==> src/rtl/gsensor_pkg.sv <==
// Shared constants for the ADXL345 SPI reader: register map, the configuration
// table written after power-up, frame geometry and the sequencer state encoding.
package gsensor_pkg;

   localparam logic [5:0] REG_THRESH_ACT    = 6'h24;
   localparam logic [5:0] REG_ACT_INACT_CTL = 6'h27;
   localparam logic [5:0] REG_BW_RATE       = 6'h2C;
   localparam logic [5:0] REG_POWER_CTL     = 6'h2D;
   localparam logic [5:0] REG_INT_ENABLE    = 6'h2E;
   localparam logic [5:0] REG_INT_MAP       = 6'h2F;
   localparam logic [5:0] REG_DATA_FORMAT   = 6'h31;
   localparam logic [5:0] REG_DATAX0        = 6'h32;

   // read, multi-byte, starting at DATAX0
   localparam logic [7:0] CMD_READ_X = {1'b1, 1'b1, REG_DATAX0};

   localparam logic [4:0] WR_LEN    = 5'd16;
   localparam logic [4:0] RD_LEN    = 5'd24;
   localparam logic [4:0] RD_TA_BIT = 5'd8;
   localparam logic [4:0] NO_TA_BIT = 5'd31;

   localparam logic [2:0] CFG_LAST = 3'd6;

   typedef struct packed {
      logic [5:0] addr;
      logic [7:0] data;
   } cfg_entry_t;

   // Entry 0 is the rightmost: DATA_FORMAT must go first so the sensor is in 3-wire mode.
   localparam cfg_entry_t [6:0] CFG_TABLE = {
      REG_POWER_CTL,     8'h08,
      REG_INT_MAP,       8'h10,
      REG_INT_ENABLE,    8'h10,
      REG_ACT_INACT_CTL, 8'h70,
      REG_THRESH_ACT,    8'h20,
      REG_BW_RATE,       8'h09,
      REG_DATA_FORMAT,   8'h40
   };

   typedef enum logic [2:0] {
      ST_PWRUP,
      ST_CFG,
      ST_CFG_GAP,
      ST_WAIT,
      ST_READ,
      ST_RD_DONE
   } state_t;

   function automatic logic [23:0] cfg_tx_word(input logic [2:0] idx);
      cfg_entry_t e;
      e = CFG_TABLE[idx];
      return {1'b0, 1'b0, e.addr, e.data, 8'h00};
   endfunction

endpackage

==> src/rtl/gsensor_spi_reader_spi_m3_shift.sv <==
// Generic SPI mode-3 frame engine: MSB-first, left-justified tx word, optional
// mid-frame turnaround where the master releases SDIO to receive.
module spi_m3_shift
   import gsensor_pkg::*;
#(
   parameter int CLK_DIV = 25
) (
   input  logic        iCLK,
   input  logic        iRSTN,
   input  logic        start_i,
   input  logic [4:0]  len_i,
   input  logic [23:0] tx_i,
   input  logic [4:0]  ta_idx_i,
   input  logic        sdi_i,
   output logic        csn_o,
   output logic        sclk_o,
   output logic        sdo_o,
   output logic        oe_o,
   output logic [15:0] rx_o,
   output logic        done_o
);

   localparam logic [15:0] DIV_LAST = 16'(CLK_DIV - 1);

   logic        csn_q, csn_d, sclk_q, sclk_d, sdo_q, sdo_d, oe_q, oe_d, done_q, done_d;
   logic [15:0] rx_q, rx_d, div_q, div_d;
   logic [23:0] sh_q, sh_d;
   logic [5:0]  ph_q, ph_d;
   logic [4:0]  len_q, len_d, ta_q, ta_d;

   // ph_q counts SCLK half-periods: even->odd is a fall (bit k = ph/2), odd->even a rise.
   always_comb begin
      csn_d  = csn_q;
      sclk_d = sclk_q;
      sdo_d  = sdo_q;
      oe_d   = oe_q;
      rx_d   = rx_q;
      sh_d   = sh_q;
      div_d  = div_q;
      ph_d   = ph_q;
      len_d  = len_q;
      ta_d   = ta_q;
      done_d = 1'b0;
      if (csn_q) begin
         if (start_i) begin
            csn_d  = 1'b0;
            sclk_d = 1'b1;
            oe_d   = 1'b1;
            sdo_d  = tx_i[23];
            sh_d   = {tx_i[22:0], 1'b0};
            div_d  = 16'd0;
            ph_d   = 6'd0;
            len_d  = len_i;
            ta_d   = ta_idx_i;
         end else begin
            sclk_d = 1'b1;
            oe_d   = 1'b0;
         end
      end else if (div_q != DIV_LAST) begin
         div_d = div_q + 16'd1;
      end else begin
         div_d = 16'd0;
         ph_d  = ph_q + 6'd1;
         if (ph_q == {len_q, 1'b0}) begin
            csn_d  = 1'b1;
            sclk_d = 1'b1;
            oe_d   = 1'b0;
            sdo_d  = 1'b0;
            done_d = 1'b1;
         end else if (ph_q[0]) begin
            sclk_d = 1'b1;
            rx_d   = {rx_q[14:0], sdi_i};
         end else if (ph_q[5:1] == ta_q) begin
            sclk_d = 1'b0;
            oe_d   = 1'b0;
            sdo_d  = 1'b0;
         end else if ((ph_q != 6'd0) && oe_q) begin
            sclk_d = 1'b0;
            sdo_d  = sh_q[23];
            sh_d   = {sh_q[22:0], 1'b0};
         end else begin
            sclk_d = 1'b0;
         end
      end
   end

   always_ff @(posedge iCLK or negedge iRSTN) begin
      if (!iRSTN) begin
         csn_q  <= 1'b1;
         sclk_q <= 1'b1;
         sdo_q  <= 1'b0;
         oe_q   <= 1'b0;
         done_q <= 1'b0;
         rx_q   <= 16'd0;
         sh_q   <= 24'd0;
         div_q  <= 16'd0;
         ph_q   <= 6'd0;
         len_q  <= 5'd0;
         ta_q   <= 5'd0;
      end else begin
         csn_q  <= csn_d;
         sclk_q <= sclk_d;
         sdo_q  <= sdo_d;
         oe_q   <= oe_d;
         done_q <= done_d;
         rx_q   <= rx_d;
         sh_q   <= sh_d;
         div_q  <= div_d;
         ph_q   <= ph_d;
         len_q  <= len_d;
         ta_q   <= ta_d;
      end
   end

   assign csn_o  = csn_q;
   assign sclk_o = sclk_q;
   assign sdo_o  = sdo_q;
   assign oe_o   = oe_q;
   assign rx_o   = rx_q;
   assign done_o = done_q;

endmodule

==> src/rtl/gsensor_spi_reader.sv <==
// ADXL345 reader: power-up wait, configuration table, then periodic DATAX0/X1
// reads presented as a 10-bit two's complement sample with a valid strobe.
module gsensor_spi_reader
   import gsensor_pkg::*;
#(
   parameter int CLK_DIV       = 25,
   parameter int READ_INTERVAL = 50000,
   parameter int PWRUP_CYCLES  = 100000
) (
   input  logic       iCLK,
   input  logic       iRSTN,
   output logic       oSPI_CSN,
   output logic       oSPI_SCLK,
   output logic       oSPI_SDIO_OUT,
   output logic       oSPI_SDIO_OE,
   input  logic       iSPI_SDIO_IN,
   output logic [9:0] oDIG,
   output logic       oDIG_VALID,
   output logic       oINIT_DONE
);

   localparam logic [31:0] PWR_LAST = 32'(PWRUP_CYCLES - 1);
   localparam logic [31:0] GAP_LAST = 32'(2 * CLK_DIV);
   localparam logic [31:0] IVL_LAST = 32'(READ_INTERVAL - 1);

   state_t      state_q, state_d;
   logic [2:0]  idx_q, idx_d;
   logic [31:0] cnt_q, cnt_d, ivl_q, ivl_d;
   logic [9:0]  dig_q, dig_d;
   logic        dig_valid_q, dig_valid_d, init_done_q, init_done_d;

   logic        start_s, done_s;
   logic [4:0]  len_s, ta_s;
   logic [23:0] tx_s;
   logic [15:0] rx_s;

   spi_m3_shift #(.CLK_DIV(CLK_DIV)) u_shift (
      .iCLK     (iCLK),
      .iRSTN    (iRSTN),
      .start_i  (start_s),
      .len_i    (len_s),
      .tx_i     (tx_s),
      .ta_idx_i (ta_s),
      .sdi_i    (iSPI_SDIO_IN),
      .csn_o    (oSPI_CSN),
      .sclk_o   (oSPI_SCLK),
      .sdo_o    (oSPI_SDIO_OUT),
      .oe_o     (oSPI_SDIO_OE),
      .rx_o     (rx_s),
      .done_o   (done_s)
   );

   always_comb begin
      state_d     = state_q;
      idx_d       = idx_q;
      cnt_d       = cnt_q;
      dig_d       = dig_q;
      dig_valid_d = 1'b0;
      init_done_d = init_done_q;
      start_s     = 1'b0;
      len_s       = WR_LEN;
      ta_s        = NO_TA_BIT;
      tx_s        = cfg_tx_word(idx_q);
      // Read cadence is set only by this counter, never by frame timing.
      if (init_done_q) begin
         ivl_d = (ivl_q == IVL_LAST) ? 32'd0 : ivl_q + 32'd1;
      end else begin
         ivl_d = 32'd0;
      end
      case (state_q)
         ST_PWRUP: begin
            if (cnt_q == PWR_LAST) begin
               state_d = ST_CFG;
               cnt_d   = 32'd0;
            end else begin
               cnt_d = cnt_q + 32'd1;
            end
         end
         ST_CFG: begin
            start_s = 1'b1;
            cnt_d   = 32'd0;
            state_d = ST_CFG_GAP;
         end
         ST_CFG_GAP: begin
            if (cnt_q == GAP_LAST) begin
               cnt_d = 32'd0;
               if (idx_q == CFG_LAST) begin
                  init_done_d = 1'b1;
                  state_d     = ST_WAIT;
               end else begin
                  idx_d   = idx_q + 3'd1;
                  state_d = ST_CFG;
               end
            end else if (done_s || (cnt_q != 32'd0)) begin
               cnt_d = cnt_q + 32'd1;
            end else begin
               cnt_d = cnt_q;
            end
         end
         ST_WAIT: begin
            if (ivl_q == IVL_LAST) begin
               state_d = ST_READ;
            end else begin
               state_d = ST_WAIT;
            end
         end
         ST_READ: begin
            start_s = 1'b1;
            len_s   = RD_LEN;
            ta_s    = RD_TA_BIT;
            tx_s    = {CMD_READ_X, 16'h0000};
            state_d = ST_RD_DONE;
         end
         ST_RD_DONE: begin
            if (done_s) begin
               dig_d       = {rx_s[1:0], rx_s[15:8]};
               dig_valid_d = 1'b1;
               state_d     = ST_WAIT;
            end else begin
               state_d = ST_RD_DONE;
            end
         end
         default: begin
            state_d = ST_PWRUP;
         end
      endcase
   end

   always_ff @(posedge iCLK or negedge iRSTN) begin
      if (!iRSTN) begin
         state_q     <= ST_PWRUP;
         idx_q       <= 3'd0;
         cnt_q       <= 32'd0;
         ivl_q       <= 32'd0;
         dig_q       <= 10'd0;
         dig_valid_q <= 1'b0;
         init_done_q <= 1'b0;
      end else begin
         state_q     <= state_d;
         idx_q       <= idx_d;
         cnt_q       <= cnt_d;
         ivl_q       <= ivl_d;
         dig_q       <= dig_d;
         dig_valid_q <= dig_valid_d;
         init_done_q <= init_done_d;
      end
   end

   assign oDIG       = dig_q;
   assign oDIG_VALID = dig_valid_q;
   assign oINIT_DONE = init_done_q;

endmodule

==> config.mk <==
export PLATFORM = sky130hd
export DESIGN_NAME = gsensor_spi_reader
export DESIGN_NICKNAME = d
export VERILOG_FILES = /design/src/rtl/gsensor_pkg.sv /design/src/rtl/gsensor_spi_reader_spi_m3_shift.sv /design/src/rtl/gsensor_spi_reader.sv
export SDC_FILE = /design/constraint.sdc
export NUM_CORES = 1
export LEC_CHECK = 0
export ABC_AREA = 1
export CAP_MARGIN = 20
export CORE_MARGIN = 2
export CORE_UTILIZATION = 55
export CTS_CLUSTER_DIAMETER = 40
export DETAILED_ROUTE_END_ITERATION = 10
export PLACE_DENSITY = 0.73
export SYNTH_ARGS = -nofsm -noshare
export SYNTH_HDL_FRONTEND = slang
export SYNTH_SLANG_ARGS = --single-unit
==> constraint.sdc <==
create_clock -name iCLK -period 3.91 [get_ports iCLK]
set_input_delay 0.782 -clock iCLK [delete_from_list [all_inputs] [get_ports iCLK]]
set_output_delay 0.782 -clock iCLK [all_outputs]
set_load 0.1 [all_outputs]
After elaboration in Yosys (flattened, before gate mapping):

Memories as Yosys holds them, arrays and structs flattened.
Index checks and enable logic that the tools add are counted.

* memories: 1
* bits in registers: 159
* logic and storage cells: 125
* memory bits (read-only): 112
* input port bits: 3
* output and inout port bits: 16

Memory list
* (no name shown): depth 8, width 14, read ports 1, clocked after Yosys merged registers in 0, wr ports 0, line gsensor_pkg.sv:51 `e = CFG_TABLE[idx];`

* bitwise operators: 4
* $add $sub $neg: 5
* reductions and logical operators: 21
* multiplexer cells: 54
* equal/unequal tests: 21
* order comparisons: 1

Operator list (number)
* $mux W24: 8
* $mux W32: 5
* $pmux W32 S3: 1
* $add A32 B1 Y32 const B: 2
* $mux W16: 3
* $eq A32 B16 Y1 const B: 1
* $eq A32 B17 Y1 const B: 1
* $eq A32 B6 Y1 const B: 1
* $reduce_bool A32 Y1: 1
* $mux W1: 25
* $mux W6: 3
* $pmux W3 S6: 1
* $add A16 B1 Y16 const B: 1
* $ne A16 B5 Y1 const B: 1
* $mux W14: 1
* $mux W3: 4
* $reduce_and A2 Y1: 5
* $eq A3 B3 Y1 const B: 3
* $reduce_and A3 Y1: 3
* $ne A2 B1 Y1 const B: 4
* $reduce_and A4 Y1: 2
* $add A6 B1 Y6 const B: 1
* $eq A3 B2 Y1 const B: 2
* $eq A6 B6 Y1: 1
* 20 further kinds: 26

Longest topological paths before layout:

* word-level depth: 8
* depth in mapped cells: 13
* mapped depth without buffers: 12

Cells and area by module:

From an unflattened synthesis, not the netlist that was laid out.

* cells, all modules: 1361
* area, all modules: 9481.6 um2

Modules (own cells, without submodules)
* gsensor_spi_reader: instances 1, cells an instance 850, seq. area each 2052.0 um2, area an instance 5515.3 um2
* spi_m3_shift: instances 1, cells an instance 511, seq. area each 1904.3 um2, area an instance 3966.3 um2

Worst setup path after synthesis:

No wires, ideal clock.

* path kind: reg2reg
* from: register u_shift.csn_q, in the netlist u_shift.csn_o
* to: register u_shift.sh_q[21]
* cell stages (with the launch flop): 10
* slack: 1.968 ns
* arrival: 1.825 ns
* period minus slack after synthesis: 1.942 ns
* library setup time: 0.116 ns
* required time: 3.794 ns
* path buffers: 2
* cell sequence: dfstp_2 inv_2 nor2_8 nand2_4 inv_4 nor2_8 buf_6 buf_8 nand3_1 nand2_1

* word-level cells in the longest chain between the ends: 2
* elaborated cells between the ends (all ways): 8
* those cells by class: 5 x eq/ne; 1 x mux; 2 x reduce/logical

Ends and longest elaborated chain
* start, declared: line gsensor_spi_reader_spi_m3_shift.sv:25 `logic csn_q, csn_d, sclk_q, sclk_d, sdo_q, sdo_d, oe_q, oe_d, done_q, done_d;`
* start signal, assigned: line gsensor_spi_reader_spi_m3_shift.sv:101 `csn_q <= csn_d;`
* $ne A2 B1 Y1 (no line) (tied with other cells)
* $reduce_and A6 Y1 (no line)
* end signal, assigned: line gsensor_spi_reader_spi_m3_shift.sv:95 `sh_q <= 24'd0;`
* end signal, assigned: line gsensor_spi_reader_spi_m3_shift.sv:107 `sh_q <= sh_d;`
* end, declared: line gsensor_spi_reader_spi_m3_shift.sv:27 `logic [23:0] sh_q, sh_d;`

Parallel ways exist; a longest one is shown, timed or not.
A chain may end at the register's enable or synchronous reset.

Worst setup path after layout:

* from: register u_shift.csn_q, in the netlist u_shift.csn_o
* to: output port oSPI_CSN

RTL lines
* end, declared: line gsensor_spi_reader.sv:12 `output logic oSPI_CSN,`

No word-level cell between the ends.

==> out/results.ini <==
[run_status]
status = finished clean

[final_layout]
final_nets = 1230
drive_above_1_share_pct = 4.89
n_antenna_cell = 0
layout-area-overhead-vs-synth_pct = 10.8

[yosys]
yosys-top-cells-count = nand2_1 (390), nor2_1 (180), dfrtp_1 (141)
yosys_register_bits = 143
seq_area_frac_synth_pct = 42.2
syn_area_per_cell_um2 = 7.03
synth.most_common_cell = nand2_1
synthTopCellsByArea = dfrtp_1 (42%), nand2_1 (17%), nor2_1 (8.0%)
yosys_warnings = 0
netlist_instances = 1206
syn_nets = 1222
netlist_area_um2 = 8480
synthArstFlopShare_pct = 100
synth_top_area_share_pct = 41.6
synth_edf_count = 0
synth_flop_cell = dfrtp_1
synth.largest_area_cell = dfrtp_1
ys_types = 42

[timing]
hold_viol = 0
finalCritPeriodShare_pct = 79.6
slew_violations = 0
finClkSkew_ns = 0.00784
timing_worst_slew_pin_value_ns = 0.970
setup_ws_ns = 0.799
tns_ns = 0
rsz0062_at_grt = no
max_freq_ghz = 0.321
slew_headroom_pct = 35.2
layout_min_cycle_time_ns = 3.11
final-setup-viol-count = 0

[drt]
drt_first_pass_iters = 7
viasPerCell = 5.29
ant_nets = 0
via_count = 7490
wl_met3_um = 770
post-route-drc-count = 0
drtIter0Drc = 518
wire_per_inst_um = 13.6
dr_wl_met2_mm = 8.91
met1_length_mm = 9.20
maxUsedRoutingLayer = met4
detail_route.wirelength_mm = 19.2

[placement]
pre_cts_ws_ns = 1.25
dp_hpwl_mm = 13.3
port_buffers = 18
gp_congestion = 0.932

[clocking]
numClockSinks = 143
clk_latency_ns = 0.43
cts_hold_buf = 0
root_buffer = clkbuf_16
h-tree-depth = 4
cts_tree = built
post-cts-setup-buffers = 0
cts_buffers = 17
max-clock-path-buffers = 2
cts_resized = 0
clkTransAtPathRegs_ns = 0.06

[power]
p_leak_nw = 4.15
power.density_nw_per_um2 = 337
power.total_mw = 3.17
p_sw_uw = 717
sw_frac_of_total_pct = 22.6
p_int_mw = 2.45
comb_power_share_pct = 1.0
pwr-share-seq_pct = 46.7
clkPwrFrac_pct = 52.3
ir_worst_vdd_uv = 327

[critical_path]
crit_path_max_fanout = 14
critPathMaxStageDelay_ns = 1.19
regToRegStartpoint = u_shift.csn_o
reg2reg_depth = 7
worst_setup_path_start_kind = flip-flop
crit_path_top_delay_cell = clkdlybuf4s50_1
worstSetupEndpointType = output port
arrival_ns = 2.33
critPathBufInv = 1
r2r_slack_ns = 1.54
path_class = flip-flop to output port
cpLargestDelayFamily = buffers and inverters
crit_path_cell_trace = clkdlybuf4s50_1
critPathRequiredTime_ns = 3.13
reg2reg_to = u_shift.sh_q[17]

[die]
die_w_um = 128
dieHeight_um = 128
coreArea_um2 = 15100
io_pins = 19
dieArea_um2 = 16400
std_cell_rows = 45
start_util_pct = 56.0

[min_path]
holdCritPathClass = input port to async pin

[global_routing]
grt_start_max_net_pins = 91
antenna_found_initial = 0
overflow = 0
grt_pass1_wl_mm = 33.0
track_usage_pct = 25.0
grt_pass1_vias = 6915

[run]
drv_cap = 0

## worst max path at each step
stage / startpoint / to / slack (ns) / cells after the start
6_report: u_shift.csn_o / oSPI_CSN / 0.80 / 1
5_1_grt: u_shift.csn_o / oSPI_CSN / 0.75 / 1
4_1_cts: u_shift.csn_o / oSPI_CSN / 0.79 / 1
3_5_place_dp: u_shift.csn_o / oSPI_CSN / 1.25 / 1
3_3_place_gp: u_shift.csn_o / oSPI_CSN / 1.26 / 1
2_1_floorplan: u_shift.csn_o / u_shift.sh_q[21] / 1.97 / 9
## logic make-up (layout without fill, tap and decap cells)
group                      Yosys count  in the layout  synth area share, %
DFF                                143            143                 42.2
and+or+nand+nor                    716            716                 35.4
adders and majority gates           13             13                 1.92
buffers and inverters              167            188                 7.92
AOI/OAI and AO/OA                  129            129                 8.56
xor gates and xnor gates            38             38                 3.93
## final cells by class
cell class	instances	area (µm²)
fillers	1376	5750
multi-input cells	896	4230
flip-flops and latches	143	3580
inverters	134	505
clock buffers	18	439
repair buffers	22	244
well taps	188	235
clock inverters	14	156
## through the flow
step           util (%)  instance area, µm²  hold slack (ns)  cells
2_1_floorplan         -                8480            0.434   1206
3_3_place_gp       58.0                8780            0.447   1382
3_5_place_dp       58.0                8780            0.450   1382
4_1_cts            61.9                9380            0.460   1414
5_1_grt            62.0                9390            0.487   1415
6_report           62.0                9390            0.392   1415
## layer usage
metal  GRT usage [%]  vias to the layer above
met5               0                        -
met4            8.60                        0
met3            4.34                       30
met2            39.0                      166
met1            35.6                     3444
li1                -                     3850
## state kept, by name, summed over array words and instances (netlist names), 6 cells and up
signal and flops:
u_shift.rx_o 16, cnt_q 32, u_shift.sh_q 15, u_shift.ph_q 6
ivl_q 32, u_shift.div_q 16, oDIG 10
## layout by cell type, fill, tap and decap left out, drive strengths merged, types with 4 or more instances in the layout
cell type / instances
a21oi: 15
buf: 5
clkbuf: 18
clkdlybuf4s50: 17
dfrtp: 141
ha: 13
inv: 140
nand2: 392
nand3: 77
nand3b: 4
nand4: 14
nor2: 186
nor3: 36
o211ai: 21
o21ai: 79
o22ai: 8
xnor2: 9
xor2: 29
## power groups by stage
stage               Combinational, mW  Clock (mW)  Sequential (mW)
floorplan                    0.000159           0             1.51
global placement               0.0351           0             1.51
detailed placement             0.0351           0             1.51
CTS                            0.0350        1.68             1.48
global route                   0.0396        1.75             1.48
finish                         0.0323        1.66             1.48
(Power assumes the default switching activity.)
